**config.mk**
```make
export PLATFORM = sky130hd
export DESIGN_NAME = exhaustive_vector_sequencer
export DESIGN_NICKNAME = d
export VERILOG_FILES = /design/src/rtl/exhaustive_vector_sequencer_pkg.sv /design/src/rtl/exhaustive_vector_sequencer_fifo.sv /design/src/rtl/exhaustive_vector_sequencer.sv
export SDC_FILE = /design/constraint.sdc
export NUM_CORES = 1
export LEC_CHECK = 0
export BUFFER_PORTS_ARGS = -buffer_cell sky130_fd_sc_hd__buf_2
export CAP_MARGIN = 10
export CORE_AREA = 2 2 72 74
export DETAILED_ROUTE_END_ITERATION = 7
export DIE_AREA = 0 0 74 76
export PLACE_DENSITY_LB_ADDON = 0.3
export SLEW_MARGIN = 20
export SYNTH_ARGS = -nofsm -noshare
export SYNTH_HDL_FRONTEND = slang
export SYNTH_SLANG_ARGS = --single-unit
```
**constraint.sdc**
```tcl
create_clock -name CK -period 7.5 [get_ports CK]
set_input_delay 1.5 -clock CK [delete_from_list [all_inputs] [get_ports CK]]
set_output_delay 1.5 -clock CK [all_outputs]
set_load 0.05 [all_outputs]
```
**src/rtl/exhaustive_vector_sequencer_pkg.sv**
```systemverilog
// Shared types and helpers for the exhaustive vector sequencer.
// Covers state and order encodings, the Gray mapping and the MISR step.
package seq_pkg;

  typedef enum logic [2:0] {IDLE, APPLY, SETTLE, CAPTURE, DONE} seq_state_t;
  typedef enum logic {ORD_BIN, ORD_GRAY} seq_order_t;

  localparam int SIG_MAX = 32;

  function automatic logic [16:0] gray(input logic [16:0] v);
    return v ^ (v >> 1);
  endfunction

  // One MISR step at width w (<= SIG_MAX): shift left, parity of tapped bits into bit 0, xor response.
  function automatic logic [SIG_MAX-1:0] misr_next(input logic [SIG_MAX-1:0] sig,
                                                   input logic [SIG_MAX-1:0] poly,
                                                   input logic [SIG_MAX-1:0] resp,
                                                   input int unsigned w);
    logic [SIG_MAX-1:0] mask;
    logic               fb;
    mask = (w >= SIG_MAX) ? '1 : ((SIG_MAX'(1) << w) - SIG_MAX'(1));
    fb   = ^(sig & poly & mask);
    return (((sig << 1) | SIG_MAX'(fb)) ^ resp) & mask;
  endfunction

endpackage

```
**src/rtl/exhaustive_vector_sequencer_fifo.sv**
```systemverilog
// Synchronous record FIFO; head appears one cycle after the first push.
// A push into a full FIFO is accepted when the head is popped in the same cycle.
module vec_rec_fifo #(
  parameter int W     = 4,
  parameter int DEPTH = 4
) (
  input  logic         clk_i,
  input  logic         rst_ni,
  input  logic         push_i,
  input  logic [W-1:0] push_dat_i,
  output logic         push_ok_o,
  input  logic         pop_rdy_i,
  output logic         head_vld_o,
  output logic [W-1:0] head_dat_o
);

  localparam int AW = (DEPTH > 1) ? $clog2(DEPTH) : 1;

  logic [W-1:0]  mem_q [DEPTH];
  logic [AW-1:0] wr_q, rd_q;
  logic [AW:0]   cnt_q;
  logic          pop, do_push;

  assign head_vld_o = (cnt_q != '0);
  assign head_dat_o = mem_q[rd_q];
  assign pop        = head_vld_o && pop_rdy_i;
  assign push_ok_o  = (cnt_q != (AW+1)'(DEPTH)) || pop;
  assign do_push    = push_i && push_ok_o;

  always_ff @(posedge clk_i or negedge rst_ni) begin
    if (!rst_ni) begin
      wr_q  <= '0;
      rd_q  <= '0;
      cnt_q <= '0;
      for (int i = 0; i < DEPTH; i++) mem_q[i] <= '0;
    end else begin
      if (do_push) begin
        mem_q[wr_q] <= push_dat_i;
        wr_q        <= wr_q + AW'(1);
      end
      if (pop) rd_q <= rd_q + AW'(1);
      case ({do_push, pop})
        2'b10:   cnt_q <= cnt_q + (AW+1)'(1);
        2'b01:   cnt_q <= cnt_q - (AW+1)'(1);
        default: cnt_q <= cnt_q;
      endcase
    end
  end

endmodule

```
**src/rtl/exhaustive_vector_sequencer.sv**
```systemverilog
// Sweeps all 2^N_IN vectors into a combinational DUT (binary or Gray order), 2+SETTLE cycles each,
// streaming {vector,response} records through a ready/valid FIFO; a full FIFO stalls capture.
module exhaustive_vector_sequencer
  import seq_pkg::*;
#(
  parameter int               N_IN     = 3,
  parameter int               N_OUT    = 1,
  parameter int               SETTLE   = 1,
  parameter int               DEPTH    = 4,
  parameter int               SIG_W    = 16,
  parameter logic [SIG_W-1:0] SIG_POLY = 16'h8016,
  parameter logic [SIG_W-1:0] SIG_SEED = '1
) (
  input  logic                  CK,
  input  logic                  reset,
  input  logic                  start,
  input  logic                  mode,
  output logic [N_IN-1:0]       dut_in,
  input  logic [N_OUT-1:0]      dut_out,
  output logic                  rec_valid,
  input  logic                  rec_ready,
  output logic [N_IN+N_OUT-1:0] rec_data,
  output logic                  busy,
  output logic                  done,
  output logic [SIG_W-1:0]      signature
);

  localparam int RW   = N_IN + N_OUT;
  localparam int SC_W = $clog2(SETTLE + 2);

  seq_state_t       state_q;
  seq_order_t       order_q;
  logic [N_IN:0]    idx_q;
  logic [SC_W-1:0]  settle_q;
  logic [N_IN-1:0]  dut_in_q, vec_d;
  logic [SIG_W-1:0] sig_q, sig_d;
  logic             busy_q, done_q;
  logic             cap, push_ok, push, start_ok, last;

  assign cap      = (state_q == CAPTURE);
  assign push     = cap && push_ok;
  assign start_ok = start && ((state_q == IDLE) || ((state_q == DONE) && !rec_valid));
  assign last     = (idx_q[N_IN-1:0] == {N_IN{1'b1}});

  always_comb begin
    vec_d = N_IN'(idx_q);
    if (order_q == ORD_GRAY) vec_d = N_IN'(gray(17'(idx_q)));
    sig_d = SIG_W'(misr_next(SIG_MAX'(sig_q), SIG_MAX'(SIG_POLY), SIG_MAX'(dut_out), SIG_W));
  end

  vec_rec_fifo #(.W(RW), .DEPTH(DEPTH)) u_fifo (
    .clk_i      (CK),
    .rst_ni     (reset),
    .push_i     (cap),
    .push_dat_i ({dut_in_q, dut_out}),
    .push_ok_o  (push_ok),
    .pop_rdy_i  (rec_ready),
    .head_vld_o (rec_valid),
    .head_dat_o (rec_data)
  );

  always_ff @(posedge CK or negedge reset) begin
    if (!reset) begin
      state_q  <= IDLE;
      order_q  <= ORD_BIN;
      idx_q    <= '0;
      settle_q <= '0;
      dut_in_q <= '0;
      busy_q   <= 1'b0;
      done_q   <= 1'b0;
      sig_q    <= SIG_SEED;
    end else begin
      case (state_q)
        IDLE, DONE: begin
          if (start_ok) begin
            idx_q   <= '0;
            order_q <= seq_order_t'(mode);
            sig_q   <= SIG_SEED;
            done_q  <= 1'b0;
            busy_q  <= 1'b1;
            state_q <= APPLY;
          end
        end
        APPLY: begin
          dut_in_q <= vec_d;
          settle_q <= '0;
          state_q  <= (SETTLE == 0) ? CAPTURE : seq_pkg::SETTLE;
        end
        seq_pkg::SETTLE: begin
          if (settle_q == SC_W'(SETTLE - 1)) state_q <= CAPTURE;
          else settle_q <= settle_q + SC_W'(1);
        end
        CAPTURE: begin
          // Without a push slot we simply stay here, holding dut_in and resampling.
          if (push) begin
            sig_q <= sig_d;
            if (last) begin
              state_q <= DONE;
              done_q  <= 1'b1;
              busy_q  <= 1'b0;
            end else begin
              idx_q   <= idx_q + (N_IN+1)'(1);
              state_q <= APPLY;
            end
          end
        end
        default: state_q <= IDLE;
      endcase
    end
  end

  assign dut_in    = dut_in_q;
  assign busy      = busy_q;
  assign done      = done_q;
  assign signature = sig_q;

endmodule

```
==> results.txt <==
Max clock buf depth -> 2
Setup TNS -> 0 ps
crit path kind -> input pin to register
area of the die -> 5620 sq um
TritonCTS Buffers -> 5
CTS tree -> done
Vias per Instance -> 5.42
RSZ-0062 raised after global routing -> false
Sink Count -> 54
total grt overflow -> 0
WP data arrival -> 3970 ps
H-tree depth -> 2
routed len/inst -> 15.4 um
worst rel slew slack -> 41.6%
post-CTS setup buffer count -> 0
CP Cell Sequence -> buf_2 > or4b_4 > nand2_1 > ha_1 > inv_1 > fa_1 > xor2_1 > nor2_1 > xor2_1
Total Wirelength -> 4.50 mm
gp weighted congestion -> 0.746
total core area -> 4910 sq um
Warnings, synthesis -> 0
Die Height -> 76 um
top area cells in the synthesized netlist -> dfrtp_1 (37%), dfstp_2 (16%), mux2_2 (7.9%)
Ports -> 32
Synth top area share -> 37.2%
first-pass GRT wire length -> 7.60 mm
Netlist cell types -> 42
clk_skew -> 6.65 ps
ys flop type -> dfrtp_1
R2R depth -> 8
Post-Syn Area -> 2560 sq um
Worst R2R End -> u_fifo.cnt_q[2]$_DFFE_PN0P_
hold path depth -> 1
RR Startpoint -> u_fifo.cnt_q[1]$_DFFE_PN0P_
min-delay worst type -> register to register
Die Wd -> 74 um
Syn Area/Cell -> 13.3 sq um
WP data required -> 7730 ps
period utilisation layout -> 49.9%
Peak Freq -> 267 MHz
fin crit period -> 3740 ps
CP peak stage delay -> 670 ps
Post-synth EDFFs -> 0
syn_nets -> 208
Final setup viols -> 0
Worst setup EP type -> register
Initial Utilization -> 52.1%
clock root buffer master -> clkbuf_8
CP dominant cell by count -> xor2_1
iteration-0 DRC count of the detailed router -> 93
R2R Setup Slk -> 4570 ps
Worst Max-Slew Pin Slew -> 875 ps
met2 WL post-DR -> 2.14 mm
detailed-router iteration count before antenna repair -> 4
vias in the first global route -> 1560
Clock Pin Slew Worst Setup and Hold Paths -> 90 ps
top layer in use -> met4
crit-path max FO -> 23
Seq/Total Area, Yosys -> 53.6%
Seq cells post-synth -> 54
fin. max-slew vios -> 0
count of final hold-check violations -> 0
CTS resizes -> 0
Clock Latency Late Sink -> 300 ps
Site Rows -> 26
Post-synth ARST share -> 100%
PortBufs -> 31
largest net degree at the start of global routing -> 55
DP Wirelength -> 3.11 mm
layout cell share with drive strength beyond 1 -> 41.3%
CTS Hold Bufs -> 0
Area growth, synth to finish -> 11.1%
DR vias -> 1588
wire length on met3 -> 180 um
status -> finished, final reports clean
Gate Count Post-Synth -> 192
ANT nets after route -> 0
largest area contributor in the netlist -> dfrtp_1
Final nets -> 238
Total GRT Usage -> 17.4%
Max Cap Violations -> 0
WHS Endpoint -> busy$_DFFE_PN0P_
min-delay src -> busy$_DFFE_PN0P_
diode count -> 0
DRC -> 0
initial antenna violation count -> 0
Crit-path slowest cell -> nand2_1
startpoint types -> input pin
Met1 Wirelength -> 2.12 mm
==> worst max-delay path by stage <==
stage	from	to	slack [ps]	cells past startpoint
floorplan	rec_ready	u_fifo.cnt_q[2]$_DFFE_PN0P_	4050	10
global placement	rec_ready	u_fifo.cnt_q[2]$_DFFE_PN0P_	3470	9
detailed placement	rec_ready	u_fifo.cnt_q[2]$_DFFE_PN0P_	3400	9
CTS	rec_ready	u_fifo.cnt_q[2]$_DFFE_PN0P_	3740	9
global route	rec_ready	u_fifo.cnt_q[2]$_DFFE_PN0P_	3650	9
finish	rec_ready	u_fifo.cnt_q[2]$_DFFE_PN0P_	3760	9
==> layer usage <==
layer	up-vias	track usage, %
met5	-	0
met4	0	4.36
met3	6	4.37
met2	30	26.3
met1	797	25.2
li1	755	-
==> flip-flops by register name, summed over array words and instances, names as in the netlist <==
name / cells
busy: 1
done: 1
state_q: 3
order_q: 1
u_fifo.wr_q: 2
dut_in: 3
u_fifo.rd_q: 2
signature: 16
u_fifo.mem_q: 16
settle_q: 2
u_fifo.cnt_q: 3
idx_q: 4
==> final cells by class <==
type | count | area, sq um
well taps | 70 | 87.6
clock buffers | 8 | 101
multi-input cells | 114 | 1060
inverters | 15 | 56.3
repair buffers | 32 | 163
flip-flops and latches | 54 | 1370
fillers | 410 | 2070
==> per-stage QoR <==
| step | utilization, % | cell area [sq um] | hold WS [ps] | std cells | worst slack [ps] |
|---|---|---|---|---|---|
| floorplan | - | 2560 | 455 | 192 | 4050 |
| global placement | 55.8 | 2740 | 461 | 285 | 3470 |
| detailed placement | 55.8 | 2740 | 461 | 285 | 3400 |
| CTS | 57.8 | 2840 | 482 | 293 | 3740 |
| global route | 57.8 | 2840 | 529 | 293 | 3650 |
| finish | 57.8 | 2840 | 477 | 293 | 3760 |
==> cells in the final DEF, fill, tap and decap left out, drive strengths merged, types with 2 or more instances in the layout <==
master,n
mux2i,4
clkbuf,8
or3,2
ha,9
o211ai,2
xnor2,5
dfstp,16
xor2,4
o221ai,4
o2bb2ai,2
buf,32
a21oi,4
nor2,6
o22a,16
nand2,4
nand2b,2
and3,2
inv,15
nand3,9
mux2,18
nor3,2
mux4,4
dfrtp,38
==> Yosys cell counts, types with 2 or more instances <==
cell,instances
a21oi_1,4
buf_2,3
buf_6,4
clkbuf_1,2
dfrtp_1,38
dfstp_2,16
ha_1,9
inv_1,15
mux2_2,18
mux2i_1,4
mux4_2,4
nand2_1,4
nand2b_1,2
nand3_1,9
nor2_1,6
nor3_1,2
o211ai_1,2
o221ai_2,4
o22a_1,11
o22a_2,5
o2bb2ai_1,2
xnor2_1,5
xor2_1,4
==> logic make-up (layout without fill, tap and decap cells) <==
group / Yosys count / after routing / synth area share [%]
AO/OA/AOI/OAI: 35 / 35 / 12.2
flip-flops: 54 / 54 / 53.6
XOR/XNOR: 10 / 10 / 4.01
multiplexers: 26 / 26 / 13.0
adder cells (fa/ha/maj): 10 / 10 / 5.19
buffers and inverters: 24 / 55 / 4.84
AND/OR/NAND/NOR: 33 / 33 / 7.09
==> critical path, delay by kind of cell <==
kind                       cells  cell delay, ps
and+or+nand+nor                3            1320
adders and majority gates      2             670
xor gates and xnor gates       2             300
buffers and inverters          2             170
Power is left out: the tool's default activity adds up to more than one toggle a clock period on the data nets, which glitch-free logic cannot reach.
